`config.mk`:
```
export PLATFORM = sky130hd
export DESIGN_NAME = ntsc_scan_ctrl
export DESIGN_NICKNAME = d
export VERILOG_FILES = /design/src/rtl/ntsc_pkg.sv /design/src/rtl/ntsc_line_classifier.sv /design/src/rtl/ntsc_scan_ctrl.sv
export SDC_FILE = /design/constraint.sdc
export NUM_CORES = 1
export LEC_CHECK = 0
export ABC_AREA = 1
export BUFFER_PORTS_ARGS = -buffer_cell sky130_fd_sc_hd__buf_2
export CORE_MARGIN = 8
export CORE_UTILIZATION = 38
export CTS_CLUSTER_DIAMETER = 80
export DETAILED_ROUTE_END_ITERATION = 16
export GPL_TIMING_DRIVEN = 0
export PLACE_DENSITY = 0.65
export RECOVER_POWER = 50
export REMOVE_ABC_BUFFERS = 1
export SLEW_MARGIN = 15
export SYNTH_ARGS = -nofsm -noshare
export SYNTH_HDL_FRONTEND = slang
export SYNTH_SLANG_ARGS = --single-unit
```
`constraint.sdc`:
```
create_clock -name clk -period 3.7 [get_ports clk]
set_clock_uncertainty 0.2 [all_clocks]
set_input_delay 0.925 -clock clk [delete_from_list [all_inputs] [get_ports clk]]
set_output_delay 0.925 -clock clk [all_outputs]
set_load 0.05 [all_outputs]
```
`src/rtl/ntsc_pkg.sv`:
```
// NTSC scan-controller shared definitions.
// Holds the default horizontal/vertical timing constants, the DAC level
// select encoding consumed by the level encoder, and the line-type
// enumeration produced by the line classifier.
package ntsc_pkg;

  // Default timing (pixel clock 6.293761309 MHz)
  localparam int H_TOTAL_D     = 400;
  localparam int H_SYNC_D      = 29;
  localparam int H_EQ_D        = 13;
  localparam int H_HALF_D      = 200;
  localparam int H_SERR_D      = 170;
  localparam int H_ACT_FIRST_D = 58;
  localparam int H_ACT_LAST_D  = 388;
  localparam int V_ACT_FIRST_D = 19;
  localparam int V_ACT_LAST_D  = 261;
  localparam int V_LINES_F1_D  = 263;
  localparam int V_LINES_F0_D  = 262;

  // level_sel encoding
  localparam logic [1:0] LVL_SYNC  = 2'd0;
  localparam logic [1:0] LVL_BLANK = 2'd1;
  localparam logic [1:0] LVL_IDLE  = 2'd2;
  localparam logic [1:0] LVL_DATA  = 2'd3;

  // Line types: EQ/SERR use the same low width in both half-lines,
  // HALF_x_y lines use width x in the first half and y in the second.
  typedef enum logic [2:0] {
    LT_EQ,
    LT_SERR,
    LT_HALF_EQ_SERR,
    LT_HALF_SERR_EQ,
    LT_BLANK,
    LT_ACTIVE
  } line_type_t;

endpackage

```
`src/rtl/ntsc_line_classifier.sv`:
```
// Combinational map from (field, line_count) to the line type.
// Ports:
//   field      - 1 = even field (263 lines), 0 = odd field (262 lines)
//   line_count - line within the field
//   line_type  - classification used by the parent to place sync edges
module ntsc_line_classifier
  import ntsc_pkg::*;
#(
  parameter int V_ACT_FIRST = V_ACT_FIRST_D,
  parameter int V_ACT_LAST  = V_ACT_LAST_D
) (
  input  logic       field,
  input  logic [8:0] line_count,
  output line_type_t line_type
);

  localparam logic [8:0] ACT_F = 9'(V_ACT_FIRST);
  localparam logic [8:0] ACT_L = 9'(V_ACT_LAST);

  always_comb begin
    line_type = LT_BLANK;
    if (line_count >= ACT_F && line_count <= ACT_L) line_type = LT_ACTIVE;
    // Vertical interval lines take precedence over the active range.
    if (line_count <= 9'd8) begin
      if (field) begin
        if (line_count >= 9'd3 && line_count <= 9'd5) line_type = LT_SERR;
        else line_type = LT_EQ;
      end else begin
        case (line_count)
          9'd0, 9'd1, 9'd6, 9'd7: line_type = LT_EQ;
          9'd2:                   line_type = LT_HALF_EQ_SERR;
          9'd3, 9'd4:             line_type = LT_SERR;
          9'd5:                   line_type = LT_HALF_SERR_EQ;
          default:                line_type = LT_BLANK;
        endcase
      end
    end
  end

endmodule

```
`src/rtl/ntsc_scan_ctrl.sv`:
```
// NTSC horizontal/vertical/field sequencer and FIFO read scheduler.
// Ports:
//   clk, rst        - pixel clock, asynchronous active-high reset
//   enable          - data-window enable, latched at each field start
//   fifo_empty      - show-ahead FIFO empty flag
//   fifo_rdreq      - read acknowledge (word on q consumed this cycle)
//   sync            - composite sync, 0 = sync tip
//   level_sel       - SYNC / BLANK / IDLE / DATA to the level encoder
//   pixel_count     - 0..H_TOTAL-1
//   line_count      - line within the field
//   field           - 1 = even (263 lines), 0 = odd (262 lines)
//   field_start     - one-cycle pulse at pixel 0, line 0
//   underrun_count  - saturating count of data-window pixels with FIFO empty
//
// Timing state and outputs are computed from the next counter values and
// registered together, so every output lines up with the counts shown in
// the same cycle. The only combinational path is the fifo_empty gate on
// fifo_rdreq / DATA: a show-ahead FIFO needs the acknowledge to match the
// current empty flag, otherwise the last word could be read twice.
module ntsc_scan_ctrl
  import ntsc_pkg::*;
#(
  parameter int H_TOTAL     = H_TOTAL_D,
  parameter int H_SYNC      = H_SYNC_D,
  parameter int H_EQ        = H_EQ_D,
  parameter int H_HALF      = H_HALF_D,
  parameter int H_SERR      = H_SERR_D,
  parameter int H_ACT_FIRST = H_ACT_FIRST_D,
  parameter int H_ACT_LAST  = H_ACT_LAST_D,
  parameter int V_ACT_FIRST = V_ACT_FIRST_D,
  parameter int V_ACT_LAST  = V_ACT_LAST_D,
  parameter int V_LINES_F1  = V_LINES_F1_D,
  parameter int V_LINES_F0  = V_LINES_F0_D
) (
  input  logic        clk,
  input  logic        rst,
  input  logic        enable,
  input  logic        fifo_empty,
  output logic        fifo_rdreq,
  output logic        sync,
  output logic [1:0]  level_sel,
  output logic [8:0]  pixel_count,
  output logic [8:0]  line_count,
  output logic        field,
  output logic        field_start,
  output logic [15:0] underrun_count
);

  localparam logic [8:0] PIX_LAST = 9'(H_TOTAL - 1);
  localparam logic [8:0] LAST_F1  = 9'(V_LINES_F1 - 1);
  localparam logic [8:0] LAST_F0  = 9'(V_LINES_F0 - 1);
  localparam logic [8:0] W_SYNC   = 9'(H_SYNC);
  localparam logic [8:0] W_EQ     = 9'(H_EQ);
  localparam logic [8:0] W_SERR   = 9'(H_SERR);
  localparam logic [8:0] HALF     = 9'(H_HALF);
  localparam logic [8:0] ACT_F    = 9'(H_ACT_FIRST);
  localparam logic [8:0] ACT_L    = 9'(H_ACT_LAST);

  logic [8:0] pix_nx, line_nx;
  logic       field_nx, pix_wrap, line_wrap, start_nx;
  line_type_t lt_nx;
  logic [8:0] w_first, w_second;
  logic       has_second, low_nx, win_nx;

  logic       enable_q;
  logic       data_win_q;
  logic [1:0] level_base_q;

  // Next counter state
  always_comb begin
    pix_wrap  = (pixel_count == PIX_LAST);
    line_wrap = pix_wrap && (line_count == (field ? LAST_F1 : LAST_F0));
    pix_nx    = pix_wrap ? 9'd0 : pixel_count + 9'd1;
    line_nx   = line_wrap ? 9'd0 : (pix_wrap ? line_count + 9'd1 : line_count);
    field_nx  = line_wrap ? ~field : field;
    start_nx  = (pix_nx == 9'd0) && (line_nx == 9'd0);
  end

  ntsc_line_classifier #(
    .V_ACT_FIRST (V_ACT_FIRST),
    .V_ACT_LAST  (V_ACT_LAST)
  ) u_classifier (
    .field      (field_nx),
    .line_count (line_nx),
    .line_type  (lt_nx)
  );

  // Sync-low widths for the first half-line and, on vertical-interval
  // lines, the second half-line starting at HALF.
  always_comb begin
    w_first    = W_SYNC;
    w_second   = 9'd0;
    has_second = 1'b1;
    case (lt_nx)
      LT_EQ:           begin w_first = W_EQ;   w_second = W_EQ;   end
      LT_SERR:         begin w_first = W_SERR; w_second = W_SERR; end
      LT_HALF_EQ_SERR: begin w_first = W_EQ;   w_second = W_SERR; end
      LT_HALF_SERR_EQ: begin w_first = W_SERR; w_second = W_EQ;   end
      default:         has_second = 1'b0;
    endcase
    low_nx = (pix_nx < w_first) ||
             (has_second && pix_nx >= HALF && pix_nx < (HALF + w_second));
    win_nx = (lt_nx == LT_ACTIVE) && (pix_nx >= ACT_F) && (pix_nx <= ACT_L);
  end

  always_ff @(posedge clk or posedge rst) begin
    if (rst) begin
      pixel_count    <= 9'd0;
      line_count     <= 9'd0;
      field          <= 1'b1;
      sync           <= 1'b0;
      level_base_q   <= LVL_SYNC;
      data_win_q     <= 1'b0;
      field_start    <= 1'b0;
      enable_q       <= 1'b0;
      underrun_count <= 16'd0;
    end else begin
      pixel_count <= pix_nx;
      line_count  <= line_nx;
      field       <= field_nx;
      field_start <= start_nx;
      sync        <= ~low_nx;
      if (start_nx) enable_q <= enable;
      // The window never contains pixel 0, so the current latch is valid.
      data_win_q  <= win_nx && enable_q;
      if (low_nx)      level_base_q <= LVL_SYNC;
      else if (win_nx) level_base_q <= LVL_IDLE;
      else             level_base_q <= LVL_BLANK;
      if (data_win_q && fifo_empty && underrun_count != 16'hFFFF)
        underrun_count <= underrun_count + 16'd1;
    end
  end

  assign fifo_rdreq = data_win_q && !fifo_empty;
  assign level_sel  = fifo_rdreq ? LVL_DATA : level_base_q;

endmodule
```
==> out/metrics.cfg <==
[worst_hold_path]
hold_path.class = reg -> reg
hold_depth = 2

[pwr]
p_sw_share_pct = 21.2
p_int_uw = 618
p_switching_uw = 166
leakage_uw = 0.00199
p_comb_share_pct = 1.4
power.density_mw_per_mm2 = 213
power_frac_clock_pct = 41.4
max-vdd-ir-drop_v = 0.000134
seqPwrFrac_pct = 57.1

[sta]
fin_crit_sh_pct = 94.4
finalSetupViolCount = 0
hold_viol = 0
worst_pin_slew_ns = 1.48
period_needed_ns = 3.49
slew_viol_final = 0
slew_headroom_pct = 1.30
tns_ns = 0
max_freq_mhz = 286
hold_ws_ns = 0.291

[setup_path]
r2r_end = level_base_q[1]$_DFF_PP0_
crit_type = reg -> reg
endpoint = level_base_q[1]$_DFF_PP0_
crit_required_ns = 3.68
cp.arrival_ns = 3.48
path_max_fanout = 7
critPathLaunch = pixel_count[1]$_DFF_PP0_
end_kind = flip-flop
r2r_cells = 20
worst_setup_path_start_kind = flip-flop
reg2reg_from = pixel_count[1]$_DFF_PP0_
regToRegSetupSlack_ns = 0.21

[synth]
yosysWarnings = 0
synth_edf_count = 0
syn_area_per_cell_um2 = 7.65
synth.distinct_cells = 40
synth-main-ff-cell = dfrtp_1
async_reset_ff_share_pct = 100
synth_compound_area_share_pct = 4.86
ys_seq_area_share_pct = 35.6
synth_top_family_by_area = simple AND/OR/NAND/NOR gates
synth_cells = 377
synth.area.mux_share_pct = 0
synthAdderAreaFrac_pct = 6.94
syn_area_mm2 = 0.00289
synth-xor-area-share_pct = 6.07
synth-seq-cells = 41
synth-simple-area-share_pct = 38.6

[finish]
layout.cells.non_filler = 547
nFillCells = 711
nNetsFinal = 467
diodes = 0
area_growth_pct = 27.5
multi_input_area_mm2 = 0.00181
drive_gt1_share_pct = 33.0
seq_area_mm2 = 0.00103

[clock_network]
clk_pin_slew_worst_paths_ns = 0.07
htreeDepth = 2
cts-hold-fix-buffers = 0
cts_tree = yes
clkLatencyLatePin_ns = 0.30
cts_inserted_buffers = 5
clock_sinks = 41
cts_buffer_depth = 2
clock-root-buffer = clkbuf_8

[die]
fp.dieW_um = 103
die_h_um = 103
coreArea_mm2 = 0.00729
pin_count = 44
row_count = 31
start_util_pct = 39.6
die_area_mm2 = 0.0106

[routing]
firstDrtPassIters = 4
num_vias = 2661
drc_errors = 0
viasPerCell = 4.86
postRouteWirelength_mm = 7.32
avgRoutedWirePerCell_um = 13.4
ant_nets = 0
drt_iter0_markers = 134

[placed_design]
dp_hpwl_mm = 5.32
globalplace.congestion = 0.879
port-buffer-count = 43
dpl.cell_count = 517

[global_routing]
track_usage_pct = 13.5
grt-ovfl-total = 0
antenna_found_initial = 0
first_global_vias = 2473
grt_pass1_wl_mm = 11.4
grt_max_degree = 28

[flow_run]
maxCapViolations = 0

[status]
status = finished clean

power by group through the flow:
stage               Sequential [uW]  Clock [uW]  Combinational (uW)
floorplan                       457           0                6.58
global placement                457           0                11.3
detailed placement              457           0                14.4
CTS                             448         334                14.4
global route                    448         355                13.2
finish                          448         325                11.3
routing by layer:
| layer | GRT usage [%] | vias to the layer above | wire length [um] |
|---|---|---|---|
| met5 | 0 | - | 0 |
| met4 | 5.34 | 0 | 102 |
| met3 | 2.23 | 8 | 367 |
| met2 | 22.8 | 59 | 3680 |
| met1 | 16.7 | 1244 | 3170 |
| li1 | - | 1350 | - |
logic make-up (layout without fill, tap and decap cells):
logic type	count (synthesis)	after routing
buffers and inverters	56	126
adders and majority gates	16	16
xor gates and xnor gates	20	20
AOI/OAI and AO/OA	23	23
and+or+nand+nor	221	222
DFF	41	41
worst min path at each step:
stage / from / endpoint
floorplan: enable_q$_DFFE_PP0P_ / data_win_q$_DFF_PP0_
global placement: enable_q$_DFFE_PP0P_ / data_win_q$_DFF_PP0_
detailed placement: enable_q$_DFFE_PP0P_ / data_win_q$_DFF_PP0_
CTS: underrun_count[9]$_DFFE_PP0P_ / underrun_count[9]$_DFFE_PP0P_
global route: underrun_count[9]$_DFFE_PP0P_ / underrun_count[9]$_DFFE_PP0P_
finish: enable_q$_DFFE_PP0P_ / data_win_q$_DFF_PP0_
timing repair:
action                                  CTS  global route
endpoints found under the setup margin    3             3
resized for setup                         2            36
pin swaps                                 1            17
buffers inserted                          5            16
cloned                                    0             1
metrics by stage:
stage / setup WS [ns] / area, um2 / utilization (%) / power (uW)
after floorplan: -0.104 / 2860 / - / 463
after global placement: -0.0950 / 3200 / 43.8 / 468
after detailed placement: -0.155 / 3220 / 44.1 / 471
after CTS: 0.0156 / 3400 / 46.6 / 796
after global routing: -0.0728 / 3680 / 50.4 / 815
final: 0.206 / 3680 / 50.4 / 784
registers in the layout (all words and copies together) (netlist names):
name,count
level_base_q,2
field,1
data_win_q,1
sync,1
field_start,1
pixel_count,9
enable_q,1
line_count,9
underrun_count,16
final cells by class:
class                           count  area share, %
Sequential cell                    41           28.1
Tap cell                           99           3.37
Clock inverter                      1          0.136
Timing Repair Buffer               65           11.2
Clock buffer                        7           2.62
Multi-Input combinational cell    281           49.2
Inverter                           53           5.48
cell usage in the layout (no fill, tap or decap), types with 3 or more instances in the layout:
cell | Yosys | routed
a21oi_1 | 7 | 5
buf_12 | 0 | 3
buf_2 | 1 | 43
buf_4 | 0 | 17
clkbuf_8 | 0 | 7
dfrtp_1 | 40 | 36
dfrtp_2 | 0 | 4
ha_1 | 16 | 11
ha_4 | 0 | 4
inv_1 | 43 | 39
inv_2 | 8 | 12
nand2_1 | 89 | 87
nand2_2 | 16 | 17
nand2_4 | 2 | 3
nand3_1 | 33 | 29
nand3_2 | 7 | 9
nand3_4 | 2 | 5
nand4_1 | 9 | 9
nor2_1 | 42 | 38
nor2_2 | 1 | 4
nor2_4 | 2 | 3
nor3_1 | 6 | 6
o21ai_0 | 5 | 5
xnor2_1 | 6 | 6
xor2_1 | 14 | 13
critical path, stage by stage, from the launching register on:
cell and delay, ns:
dfrtp_2 0.42, ha_4 0.16, nand3_4 0.12, nor2_8 0.22, buf_4 0.16, nand3_4 0.12, buf_12 0.17, xor2_4 0.17
nand2_1 0.08, nand3b_4 0.16, or2_1 0.21, o21a_2 0.16, ha_1 0.21, a21oi_2 0.12, nand3b_1 0.13, a21oi_2 0.06
nand3b_1 0.17, nor3_2 0.10, nand2_1 0.09, nand2_2 0.10, nor2_1 0.05
cells in the mapped netlist, types with 7 or more instances:
library cell / number / area, um2
xor2_1: 14 / 123
dfrtp_1: 40 / 1000
nand2_2: 16 / 100
nor2_1: 42 / 158
ha_1: 16 / 200
nand3_1: 33 / 165
inv_1: 43 / 161
nand4_1: 9 / 56.3
nand3_2: 7 / 70.1
nand2_1: 89 / 334
a21oi_1: 7 / 35.0
inv_2: 8 / 30.0
(Power assumes the default switching activity.)
